[src/rtl/issue_pkg.sv]
// Shared types and configuration checks for the issue_stream region scanner.
package issue_pkg;

  localparam int CFG_W = 16;

  typedef enum logic [1:0] {
    IDLE,
    SCAN,
    DRAIN,
    DONE
  } state_t;

  // True when the requested region cannot be walked as described by its bounds.
  function automatic logic cfg_illegal(
    input logic [CFG_W-1:0] x_min, x_max, x_start, x_end, y_min, y_max
  );
    return (y_max < y_min) || (x_max < x_min) ||
           (x_start < x_min) || (x_start > x_max) ||
           (x_end < x_min) || (x_end > x_max) ||
           ((y_min == y_max) && (x_end < x_start));
  endfunction

endpackage

[src/rtl/issue_fifo.sv]
// Synchronous output buffer holding issued beats; exposes its occupancy for credit accounting.
module issue_fifo #(
  parameter int WIDTH = 8,
  parameter int DEPTH = 3
) (
  input  logic                         clk,
  input  logic                         rst,
  input  logic                         push,
  input  logic [WIDTH-1:0]             push_data,
  input  logic                         pop,
  output logic [WIDTH-1:0]             pop_data,
  output logic [$clog2(DEPTH+1)-1:0]   count
);
  localparam int PTR_W = (DEPTH > 1) ? $clog2(DEPTH) : 1;
  localparam int CNT_W = $clog2(DEPTH + 1);

  logic [WIDTH-1:0] mem [DEPTH];
  logic [PTR_W-1:0] wr_ptr, rd_ptr;

  function automatic logic [PTR_W-1:0] bump(input logic [PTR_W-1:0] p);
    return (p == PTR_W'(DEPTH - 1)) ? '0 : p + PTR_W'(1);
  endfunction

  always_ff @(posedge clk) begin
    if (!rst) begin
      wr_ptr <= '0;
      rd_ptr <= '0;
      count  <= '0;
    end else begin
      if (push) wr_ptr <= bump(wr_ptr);
      if (pop)  rd_ptr <= bump(rd_ptr);
      count <= count + CNT_W'(push) - CNT_W'(pop);
    end
  end

  // NOTE: storage is deliberately not reset; the pointers and count define which entries are live.
  always_ff @(posedge clk) begin
    if (push) mem[wr_ptr] <= push_data;
  end

  assign pop_data = mem[rd_ptr];

endmodule

[src/rtl/issue_stream.sv]
// Region scanner: walks a padded channel-major region, reads the image RAM and streams
// each pixel with its coordinates, using credits so RAM data is never dropped.
module issue_stream
  import issue_pkg::*;
#(
  parameter int DATA_W     = 18,
  parameter int COORD_W    = 8,
  parameter int Z_W        = 9,
  parameter int PAD_W      = 2,
  parameter int ADDR_W     = 16,
  parameter int READ_LAT   = 1,
  parameter int FIFO_DEPTH = READ_LAT + 2
) (
  input  logic               clk,
  input  logic               rst,
  input  logic               start,
  input  logic [COORD_W-1:0] cfg_image_dim,
  input  logic [PAD_W-1:0]   cfg_padding,
  input  logic [COORD_W-1:0] cfg_x_min,
  input  logic [COORD_W-1:0] cfg_x_max,
  input  logic [COORD_W-1:0] cfg_x_start,
  input  logic [COORD_W-1:0] cfg_x_end,
  input  logic [COORD_W-1:0] cfg_y_min,
  input  logic [COORD_W-1:0] cfg_y_max,
  input  logic [Z_W-1:0]     cfg_z_max,
  output logic               ram_rd_en,
  output logic [ADDR_W-1:0]  ram_rd_addr,
  input  logic [DATA_W-1:0]  ram_rd_data,
  output logic               out_valid,
  input  logic               out_ready,
  output logic [COORD_W-1:0] out_x,
  output logic [COORD_W-1:0] out_y,
  output logic [Z_W-1:0]     out_z,
  output logic [DATA_W-1:0]  out_data,
  output logic               out_last,
  output logic               busy,
  output logic               done,
  output logic               cfg_err
);
  localparam int EXT_W = COORD_W + 1;
  localparam int CNT_W = $clog2(FIFO_DEPTH + 1);

  typedef struct packed {
    logic [COORD_W-1:0] x;
    logic [COORD_W-1:0] y;
    logic [Z_W-1:0]     z;
    logic [DATA_W-1:0]  data;
    logic               last;
  } beat_t;

  typedef struct packed {
    logic               valid;
    logic               pad;
    logic               last;
    logic [COORD_W-1:0] x;
    logic [COORD_W-1:0] y;
    logic [Z_W-1:0]     z;
  } slot_t;

  typedef struct packed {
    logic [COORD_W-1:0] dim, x_min, x_max, x_start, x_end, y_min, y_max;
    logic [PAD_W-1:0]   pad;
    logic [Z_W-1:0]     z_max;
    logic [ADDR_W-1:0]  dim2;
    logic [ADDR_W-1:0]  row0;
  } cfg_t;

  state_t             state, state_next;
  cfg_t               cfg_in, cfg_q, b;
  slot_t              pipe [READ_LAT+1];
  beat_t              push_beat, head;
  logic [CNT_W-1:0]   fifo_count;
  logic [COORD_W-1:0] cur_x, cur_y, pos_x, pos_y, row_end;
  logic [Z_W-1:0]     cur_z, pos_z;
  logic [ADDR_W-1:0]  cur_row, cur_chan, pos_row, pos_chan, pos_addr;
  logic               accept, legal, issue, pop, credit, pos_pad, pos_last;
  int                 inflight;

  // Products are only formed once per start; the walk itself advances by additions.
  always_comb begin
    cfg_in         = '0;
    cfg_in.dim     = cfg_image_dim;
    cfg_in.pad     = cfg_padding;
    cfg_in.x_min   = cfg_x_min;
    cfg_in.x_max   = cfg_x_max;
    cfg_in.x_start = cfg_x_start;
    cfg_in.x_end   = cfg_x_end;
    cfg_in.y_min   = cfg_y_min;
    cfg_in.y_max   = cfg_y_max;
    cfg_in.z_max   = cfg_z_max;
    cfg_in.dim2    = ADDR_W'(cfg_image_dim) * ADDR_W'(cfg_image_dim);
    cfg_in.row0    = (ADDR_W'(cfg_y_min) - ADDR_W'(cfg_padding)) * ADDR_W'(cfg_image_dim);
  end

  assign accept = start && ((state == IDLE) || (state == DONE));
  assign legal  = !cfg_illegal(CFG_W'(cfg_x_min), CFG_W'(cfg_x_max), CFG_W'(cfg_x_start),
                               CFG_W'(cfg_x_end), CFG_W'(cfg_y_min), CFG_W'(cfg_y_max));

  // The first position is issued straight from the cfg inputs so the read leaves one cycle after start.
  assign b        = accept ? cfg_in : cfg_q;
  assign pos_x    = accept ? cfg_x_start : cur_x;
  assign pos_y    = accept ? cfg_y_min : cur_y;
  assign pos_z    = accept ? '0 : cur_z;
  assign pos_row  = accept ? cfg_in.row0 : cur_row;
  assign pos_chan = accept ? '0 : cur_chan;
  assign pos_addr = pos_chan + pos_row + ADDR_W'(pos_x) - ADDR_W'(b.pad);
  assign pos_pad  = (EXT_W'(pos_x) < EXT_W'(b.pad)) || (EXT_W'(pos_y) < EXT_W'(b.pad)) ||
                    (EXT_W'(pos_x) >= EXT_W'(b.dim) + EXT_W'(b.pad)) ||
                    (EXT_W'(pos_y) >= EXT_W'(b.dim) + EXT_W'(b.pad));
  assign pos_last = (pos_x == b.x_end) && (pos_y == b.y_max) && (pos_z == b.z_max);
  assign row_end  = (pos_y == b.y_max) ? b.x_end : b.x_max;

  assign pop = out_valid && out_ready;

  always_comb begin
    inflight = 0;
    for (int i = 0; i <= READ_LAT; i++) if (pipe[i].valid) inflight++;
  end

  // Everything in the pipe will land in the FIFO, so it is counted against free space now.
  assign credit = (int'(fifo_count) - (pop ? 1 : 0) + inflight) < FIFO_DEPTH;
  assign issue  = (accept && legal) || ((state == SCAN) && credit);

  always_comb begin
    state_next = state;
    unique case (state)
      IDLE, DONE: if (start) state_next = !legal ? DONE : (pos_last ? DRAIN : SCAN);
      SCAN:       if (issue && pos_last) state_next = DRAIN;
      DRAIN:      if (pop && head.last) state_next = DONE;
      default:    state_next = IDLE;
    endcase
  end

  always_ff @(posedge clk) begin
    if (!rst) begin
      state       <= IDLE;
      cfg_err     <= 1'b0;
      ram_rd_en   <= 1'b0;
      ram_rd_addr <= '0;
      for (int i = 0; i <= READ_LAT; i++) pipe[i] <= '0;
    end else begin
      state     <= state_next;
      ram_rd_en <= issue && !pos_pad;
      if (accept) cfg_err <= !legal;
      if (issue) ram_rd_addr <= pos_addr;
      pipe[0] <= '{valid: issue, pad: pos_pad, last: pos_last, x: pos_x, y: pos_y, z: pos_z};
      for (int i = 1; i <= READ_LAT; i++) pipe[i] <= pipe[i-1];
    end
  end

  // Config and cursor are always loaded by the accepting start before they are used.
  always_ff @(posedge clk) begin
    if (accept) cfg_q <= cfg_in;
    if (issue) begin
      if (pos_x != row_end) begin
        cur_x <= pos_x + COORD_W'(1); cur_y <= pos_y; cur_z <= pos_z;
        cur_row <= pos_row; cur_chan <= pos_chan;
      end else if (pos_y != b.y_max) begin
        cur_x <= b.x_min; cur_y <= pos_y + COORD_W'(1); cur_z <= pos_z;
        cur_row <= pos_row + ADDR_W'(b.dim); cur_chan <= pos_chan;
      end else begin
        cur_x <= b.x_start; cur_y <= b.y_min; cur_z <= pos_z + Z_W'(1);
        cur_row <= b.row0; cur_chan <= pos_chan + b.dim2;
      end
    end
  end

  always_comb begin
    push_beat      = '0;
    push_beat.x    = pipe[READ_LAT].x;
    push_beat.y    = pipe[READ_LAT].y;
    push_beat.z    = pipe[READ_LAT].z;
    push_beat.data = pipe[READ_LAT].pad ? '0 : ram_rd_data;
    push_beat.last = pipe[READ_LAT].last;
  end

  issue_fifo #(.WIDTH($bits(beat_t)), .DEPTH(FIFO_DEPTH)) u_fifo (
    .clk       (clk),
    .rst       (rst),
    .push      (pipe[READ_LAT].valid),
    .push_data (push_beat),
    .pop       (pop),
    .pop_data  (head),
    .count     (fifo_count)
  );

  assign out_valid = (fifo_count != '0);
  assign out_x     = out_valid ? head.x : '0;
  assign out_y     = out_valid ? head.y : '0;
  assign out_z     = out_valid ? head.z : '0;
  assign out_data  = out_valid ? head.data : '0;
  assign out_last  = out_valid && head.last;
  assign busy      = (state == SCAN) || (state == DRAIN);
  assign done      = (state == DONE);

endmodule

[config.mk]
export PLATFORM = sky130hd
export DESIGN_NAME = issue_stream
export DESIGN_NICKNAME = d
export VERILOG_FILES = /design/src/rtl/issue_pkg.sv /design/src/rtl/issue_fifo.sv /design/src/rtl/issue_stream.sv
export SDC_FILE = /design/constraint.sdc
export NUM_CORES = 1
export LEC_CHECK = 0
export CAP_MARGIN = 15
export CORE_MARGIN = 5
export CORE_UTILIZATION = 44
export CTS_BUF_LIST = sky130_fd_sc_hd__clkbuf_4 sky130_fd_sc_hd__clkbuf_8
export DETAILED_ROUTE_END_ITERATION = 10
export PLACE_DENSITY = 0.74
export SLEW_MARGIN = 25
export SYNTH_ARGS = -nofsm -noshare
export SYNTH_HDL_FRONTEND = slang
export SYNTH_SLANG_ARGS = --single-unit
[constraint.sdc]
create_clock -name clk -period 11 [get_ports clk]
set_input_delay 2.2 -clock clk [delete_from_list [all_inputs] [get_ports clk]]
set_output_delay 2.2 -clock clk [all_outputs]
set_load 0.01 [all_outputs]
==> impl_summary.txt, run 1 <==
----------------------------------------------------
[Run status]
  Result of the run ... complete, no violations

[Detailed routing]
  ANT nets after route ... 0
  DRC violation total after the first TritonRoute iteration ... 1155
  Total iterations of the first detailed-routing run ... 5
  Vias post-DR ... 17800
  Detail-routed net length per standard cell ... 17.5 um
  Number of design rule violations left after detail routing ... 0
  Vias per std cell ... 5.34
  Wirelength, routed ... 58400 um

[Cells and area]
  Synthesis-to-layout area growth ... 15.2%
  Fill cell instance count of the final layout ... 4705
  Share of cells above drive strength 1 ... 0.0687
  Utilization of the core after routing ... 0.514
  Final nets ... 2990

[CTS]
  Maximum clock insertion buffer count ... 3
  CTS root buffer ... clkbuf_8
  Htree depth ... 2
  CTS tree ... built
  Cts hold-fix bufs ... 0
  Clock transition at the register clock pins on the worst setup and hold paths after CTS ... 0.06 ns
  Setup bufs post-CTS ... 0
  Worst skew pair latency ... 0.68 ns
  Gates resized, CTS repair ... 0
  Total number of clock tree sinks ... 372
  Inserted Clock Buffers ... 61

[Worst setup path]
  CP Data Arrival Time ... 10.68 ns
  Worst stage delay on the critical path ... 0.56 ns
  Worst path required time ... 11.58 ns
  Kind of start point of the critical path ... input port
  CP max stage cell ... clkdlybuf4s50_1
  Critical Path Start ... cfg_padding[1]
  Critical path endpoint category ... flop
  Crit Path Max Fanout ... 8
  Crit Path Class ... in2reg
  Worst reg2reg path startpoint ... state[0]

[Floorplan]
  FP Rows ... 84
  Height of the die ... 242 um
  Effective utilization at floorplan ... 0.446
  Die ar. ... 58300 um^2
  Top-level port count ... 154
  Die X ... 242 um
  Core region area ... 52900 um^2

[Power and ir drop]
  P_int ... 4710 uW
  Leak pwr ... 0.0119 uW
  Peak supply drop ... 271 uV
  Pwr Density ... 307 nW/um^2
  Gate power share ... 0.604
  Register share of total power ... 0.245
  Switching power ... 3640 uW
  Power share of the clock group ... 0.151
  Sw frac ... 0.436

[Synth]
  Number of instances in the synthesized netlist ... 2441
  Library cell with the highest instance count after synthesis ... inv_1
  Commonest cells post-synth ... inv_1 (289), nand2_1 (229), ha_1 (210)
  Netlist cell types ... 85
  Share of flip-flops with an asynchronous set or reset ... 0
  Synthesized Nets ... 2835
  Number of enable-type register cells in the synthesized netlist ... 189
  Average instance area after synthesis ... 9.66 um^2
  Leading post-synthesis cells by cell area ... edfxtp_1 (24%), dfxtp_1 (16%), ha_1 (11%)
  Post-synthesis register bit count ... 372
  Cell area after synthesis ... 23600 um^2
  Top-area cell type share of the netlist area ... 0.241
  Library cell with the largest summed area after synthesis ... edfxtp_1
  Yosys synthesis warning count ... 0
  Fraction of the yosys area taken by sequential cells ... 0.396
  Ys flop type ... edfxtp_1

[Timing]
  Max transition margin ... 0.382
  Count of pins over their slew limit ... 0
  Timing-limited maximum frequency ... 99.0 MHz
  Final worst clock skew ... 0.0343 ns
  TNS Setup ... 0 ns
  Final Critical Period ... 10.10 ns
  Ratio of final minimum period to clock period ... 0.918
  Final Hold Viols ... 0
  Final setup violation count ... 0
  Setup repair after global routing missed its margin ... false
  Least-Margin Pin Slew ... 0.924 ns

[Hold path]
  Type of the most critical hold path ... reg2reg
  Source of the worst hold timing path ... pipe[0][2]

[Global routing]
  Wire length of the first global-routing pass ... 95500 um
  Number of antenna violations at the first check in global routing ... 2
  Via count of the first global-routing pass ... 18600
  Total GRT Usage ... 0.196
  Largest net degree at the start of global routing ... 102
  Overflow left after global routing ... 0

[Placed design]
  Routability-driven placement congestion ratio ... 0.884
  Quantity of I/O buffers inserted on ports ... 153
  Estimated wirelength of the detail-placed design ... 42800 um

[Run]
  Reported max-cap violation count ... 0

----------------------------------------------------
-- path summary, 6_finish.rpt --
path                                         to  slack [ns]  depth (start not counted)
worst min-delay path                pipe[0][30]        0.43                          1
worst max-delay path            ram_rd_addr[15]        0.90                         31
worst min register to register      pipe[0][30]        0.43                          1
worst max register to register  ram_rd_addr[15]        4.92                         20
-- area by class of cell --
class	count	area, um^2	area share
Multi-Input combinational cell	1691	12800	0.472
Timing Repair Buffer	180	1750	0.0643
Sequential cell	372	9340	0.344
Antenna cell	1	2.50	0.0000921
Tap cell	688	861	0.0317
Inverter	290	1090	0.0401
Clock buffer	99	1180	0.0435
Clock inverter	17	119	0.00438
-- logic make-up (layout without fill, tap and decap cells) --
kind of cell | count (synthesis) | after routing | share of synthesized area
compound gates | 412 | 412 | 0.111
xor+xnor | 127 | 127 | 0.0472
fa+ha+maj | 305 | 305 | 0.192
buf+inv | 378 | 586 | 0.0621
flops | 372 | 372 | 0.396
mux | 85 | 85 | 0.0364
other cells | 2 | 3 | 0.000318
simple gates | 760 | 760 | 0.155
-- stage by stage --
stage	area, um^2	hold slack (ns)	total power [uW]	instances	worst slack (ns)
6_report	27200	0.432	8350	3338	0.900
5_1_grt	27200	0.439	9100	3338	0.422
4_1_cts	27100	0.434	8380	3336	0.954
3_5_place_dp	25800	0.420	7080	3220	0.291
3_3_place_gp	25800	0.414	6900	3220	0.458
2_1_floorplan	23600	0.411	5770	2441	1.63
-- sequential cells by signal, summed over array words and instances, names as in the netlist, 8 cells and up, named ones only --
signal	cells
u_fifo.mem	132
ram_rd_addr	16
pipe	56
cur_chan	16
cur_x	8
cfg_q	99
cur_row	16
cur_y	8
cur_z	9
-- worst max-delay path, delay by kind of cell --
| family | cells | cell delay [ns] |
|---|---|---|
| and+or+nand+nor | 8 | 2.04 |
| xor gates and xnor gates | 1 | 0.32 |
| buffers and inverters | 6 | 0.83 |
| AOI/OAI and AO/OA | 7 | 1.73 |
| adders and majority gates | 9 | 3.55 |
-- cells in the final DEF, fill, tap and decap left out, drive strengths merged, types with 6 or more instances in the layout --
cell type	count
a2111oi	9
a211o	6
a211oi	16
a21o	45
a21oi	141
a221oi	6
a31oi	8
and2	84
and3	27
buf	27
clkbuf	99
clkdlybuf4s50	153
clkinv	15
dfxtp	183
edfxtp	189
fa	95
ha	210
inv	292
mux2	7
mux2i	78
nand2	230
nand2b	22
nand3	31
nand4	12
nor2	208
nor2b	44
nor3	50
nor4	15
o21a	15
o21ai	94
o221a	7
o22ai	7
o31ai	8
o41ai	6
or2	6
or3	11
or4	6
xnor2	67
xor2	60
-- power groups by stage --
stage               registers, uW  logic [uW]  clock network (uW)
finish                       2050        5040                1260
global route                 2080        5670                1350
CTS                          2050        5050                1290
detailed placement           2080        5000                   0
global placement             2060        4840                   0
floorplan                    2030        3740                   0
-- per-layer routing --
| metal | part of all wire | track usage | vias to the layer above | wire length (um) |
|---|---|---|---|---|
| met5 | 0.00022 | 0 | - | 13 |
| met4 | 0.028 | 0.0614 | 2 | 1640 |
| met3 | 0.058 | 0.0307 | 96 | 3400 |
| met2 | 0.49 | 0.349 | 489 | 28600 |
| met1 | 0.42 | 0.245 | 8598 | 24700 |
| li1 | - | - | 8637 | - |
Note: power is estimated with default switching activity, not from simulation.
==> run 2: changes to the inputs <==
--- a/config.mk
+++ b/config.mk
@@ -10,6 +10,7 @@
 export CORE_UTILIZATION = 44
 export CTS_BUF_LIST = sky130_fd_sc_hd__clkbuf_4 sky130_fd_sc_hd__clkbuf_8
 export DETAILED_ROUTE_END_ITERATION = 10
+export GPL_ROUTABILITY_DRIVEN = 0
 export PLACE_DENSITY = 0.74
 export SLEW_MARGIN = 25
 export SYNTH_ARGS = -nofsm -noshare
==> impl_summary.txt, run 2 (synthesized netlist as in run 1, its figures left out) <==
----------------------------------------------------
[Cells and area]
  Flip-flop count of the largest register, all copies and words added ... 132
  Final nets ... 2989
  Share of cells above drive strength 1 ... 0.0672
  Most flop-heavy register ... u_fifo.mem
  Top library cells by usage in the layout, fill and taps aside ... inv_1 (289), nand2_1 (229), ha_1 (210), nor2_1 (206), edfxtp_1 (189)
  Leading cell type in the layout, fill and taps excluded ... inv_1
  Synthesis-to-layout area growth ... 15.2%
  Regs by FF count ... u_fifo.mem x132, cfg_q x99, pipe x56

[Hold path]
  Type of the most critical hold path ... reg2reg

[Detailed routing]
  Detail-routed net length per standard cell ... 17.5 um
  Number of design rule violations left after detail routing ... 0
  DRC violation total after the first TritonRoute iteration ... 1160
  ANT nets after route ... 0
  Wirelength, routed ... 58400 um
  Vias post-DR ... 18000
  Total iterations of the first detailed-routing run ... 5
  Vias per std cell ... 5.38

[Placed design]
  Estimated wirelength of the detail-placed design ... 42900 um
  Quantity of I/O buffers inserted on ports ... 153
  Pre-CTS setup slack ... 0.296 ns

[Timing]
  Timing-limited maximum frequency ... 99.5 MHz
  Ratio of final minimum period to clock period ... 0.914
  Final Critical Period ... 10.05 ns
  Final hold slack ... 0.429 ns
  Max transition margin ... 0.317
  Final worst clock skew ... 0.0246 ns
  Least-Margin Pin Slew ... 1.02 ns
  Final Hold Viols ... 0
  Final setup violation count ... 0
  Count of pins over their slew limit ... 0
  Setup repair after global routing missed its margin ... false
  TNS Setup ... 0 ns
  Final worst setup slack ... 0.948 ns

[Global routing]
  Met2 layer usage reported by global route ... 0.351
  Overflow left after global routing ... 0
  Met1 Usage GRT ... 0.237
  Wire length of the first global-routing pass ... 95400 um
  Largest net degree at the start of global routing ... 89
  GR Layer Usage met3 ... 0.0446
  Via count of the first global-routing pass ... 18700
  Most heavily used metal layer in global routing ... met2
  Total GRT Usage ... 0.196
  Number of antenna violations at the first check in global routing ... 3

[Worst setup path]
  Worst stage delay on the critical path ... 0.55 ns
  Worst path required time ... 11.58 ns
  Critical path endpoint category ... flop
  Kind of start point of the critical path ... input port
  Endpoint of the most critical setup path ... ram_rd_addr[15]
  FF-to-FF End ... ram_rd_addr[15]
  Critical Path Start ... cfg_padding[1]
  CP max stage cell ... clkdlybuf4s50_1
  Register-to-Register Setup Slack ... 5.23 ns
  Worst reg2reg path startpoint ... state[0]
  Register-to-Register Path Depth ... 20
  Crit Path Max Fanout ... 8
  Crit Path Class ... in2reg
  CP Data Arrival Time ... 10.63 ns

[Power and ir drop]
  Peak supply drop ... 301 uV
  P_int ... 4710 uW
  Switching power ... 3650 uW
  Gate power share ... 0.604
  Leak pwr ... 0.0119 uW
  Power share of the clock group ... 0.152
  Pwr Density ... 308 nW/um^2
  Register share of total power ... 0.245
  Sw frac ... 0.436

[Floorplan]
  Die X ... 242 um
  Top-level port count ... 154
  Height of the die ... 242 um
  Core region area ... 52900 um^2
  Die ar. ... 58300 um^2
  Effective utilization at floorplan ... 0.446
  FP Rows ... 84

[CTS]
  Cts hold-fix bufs ... 0
  Clock transition at the register clock pins on the worst setup and hold paths after CTS ... 0.06 ns
  Maximum clock insertion buffer count ... 3
  Worst skew pair latency ... 0.68 ns
  CTS tree ... built
  Htree depth ... 2
  CTS root buffer ... clkbuf_8
  Inserted Clock Buffers ... 61
  Total number of clock tree sinks ... 372
  Setup bufs post-CTS ... 0
  Gates resized, CTS repair ... 0

[Run]
  Reported max-cap violation count ... 0

[Run status]
  Result of the run ... complete, no violations

----------------------------------------------------
==> run 2: cell count changes in the layout (fill, tap and decap cells not counted), sizes merged <==
cell	before	now
buf	27	26
diode	1	3
clkinv	15	16
clkbuf	99	98
==> run 2: worst min path at each step <==
stage / cells past startpoint / startpoint / endpoint
6_report: 1 / pipe[0][10] / pipe[0][38]
4_1_cts: 1 / pipe[0][0] / pipe[0][28]
3_3_place_gp: 1 / pipe[0][2] / pipe[0][30]
2_1_floorplan: 2 / cfg_q[11] / cfg_q[11]
5_1_grt: 1 / pipe[0][9] / pipe[0][37]
3_5_place_dp: 1 / pipe[0][22] / pipe[0][50]
==> run 2: final cells by class <==
class / count / area, um^2
Timing Repair Buffer: 179 / 1730
Clock buffer: 98 / 1200
Clock inverter: 18 / 116
Sequential cell: 372 / 9340
Fill cell: 4641 / 25700
Tap cell: 688 / 861
Inverter: 290 / 1090
Multi-Input combinational cell: 1691 / 12800
Antenna cell: 3 / 7.51
==> run 2: metal layers <==
| layer | wire length, um | part of all wire | vias up |
|---|---|---|---|
| li1 | - | - | 8614 |
| met1 | 24100 | 0.41 | 8719 |
| met2 | 28900 | 0.50 | 515 |
| met3 | 3700 | 0.063 | 115 |
| met4 | 1600 | 0.027 | 2 |
| met5 | 13 | 0.00022 | - |
==> run 2: power by group through the flow <==
stage,sequential [uW],combinational (uW),clock (uW)
final,2050,5050,1270
after global routing,2080,5690,1350
after CTS,2050,5050,1290
after detailed placement,2070,5010,0
after global placement,2060,4840,0
after floorplan,2030,3740,0
==> run 2: critical path, delay by kind of cell <==
kind	cells	cell delay (ns)
AO/OA/AOI/OAI	7	1.65
AND/OR/NAND/NOR	8	2.04
XOR/XNOR	1	0.34
buffers and inverters	6	0.83
adder cells (fa/ha/maj)	9	3.55
==> run 2: stage by stage <==
| stage | area (um^2) | util | power (uW) | std cells |
|---|---|---|---|---|
| detailed placement | 25800 | 0.489 | 7080 | 3220 |
| CTS | 27200 | 0.514 | 8390 | 3336 |
| global placement | 25800 | 0.489 | 6900 | 3220 |
| finish | 27200 | 0.514 | 8360 | 3339 |
| floorplan | 23600 | - | 5770 | 2441 |
| global route | 27200 | 0.514 | 9130 | 3337 |
==> run 3: changes to the inputs <==
--- a/config.mk
+++ b/config.mk
@@ -9,6 +9,7 @@
 export CORE_MARGIN = 5
 export CORE_UTILIZATION = 44
 export CTS_BUF_LIST = sky130_fd_sc_hd__clkbuf_4 sky130_fd_sc_hd__clkbuf_8
+export CTS_CLUSTER_SIZE = 20
 export DETAILED_ROUTE_END_ITERATION = 10
 export GPL_ROUTABILITY_DRIVEN = 0
 export PLACE_DENSITY = 0.74
==> results of run 3 <==
Same layout as run 2: the final DEF is identical, and so are final timing and power.
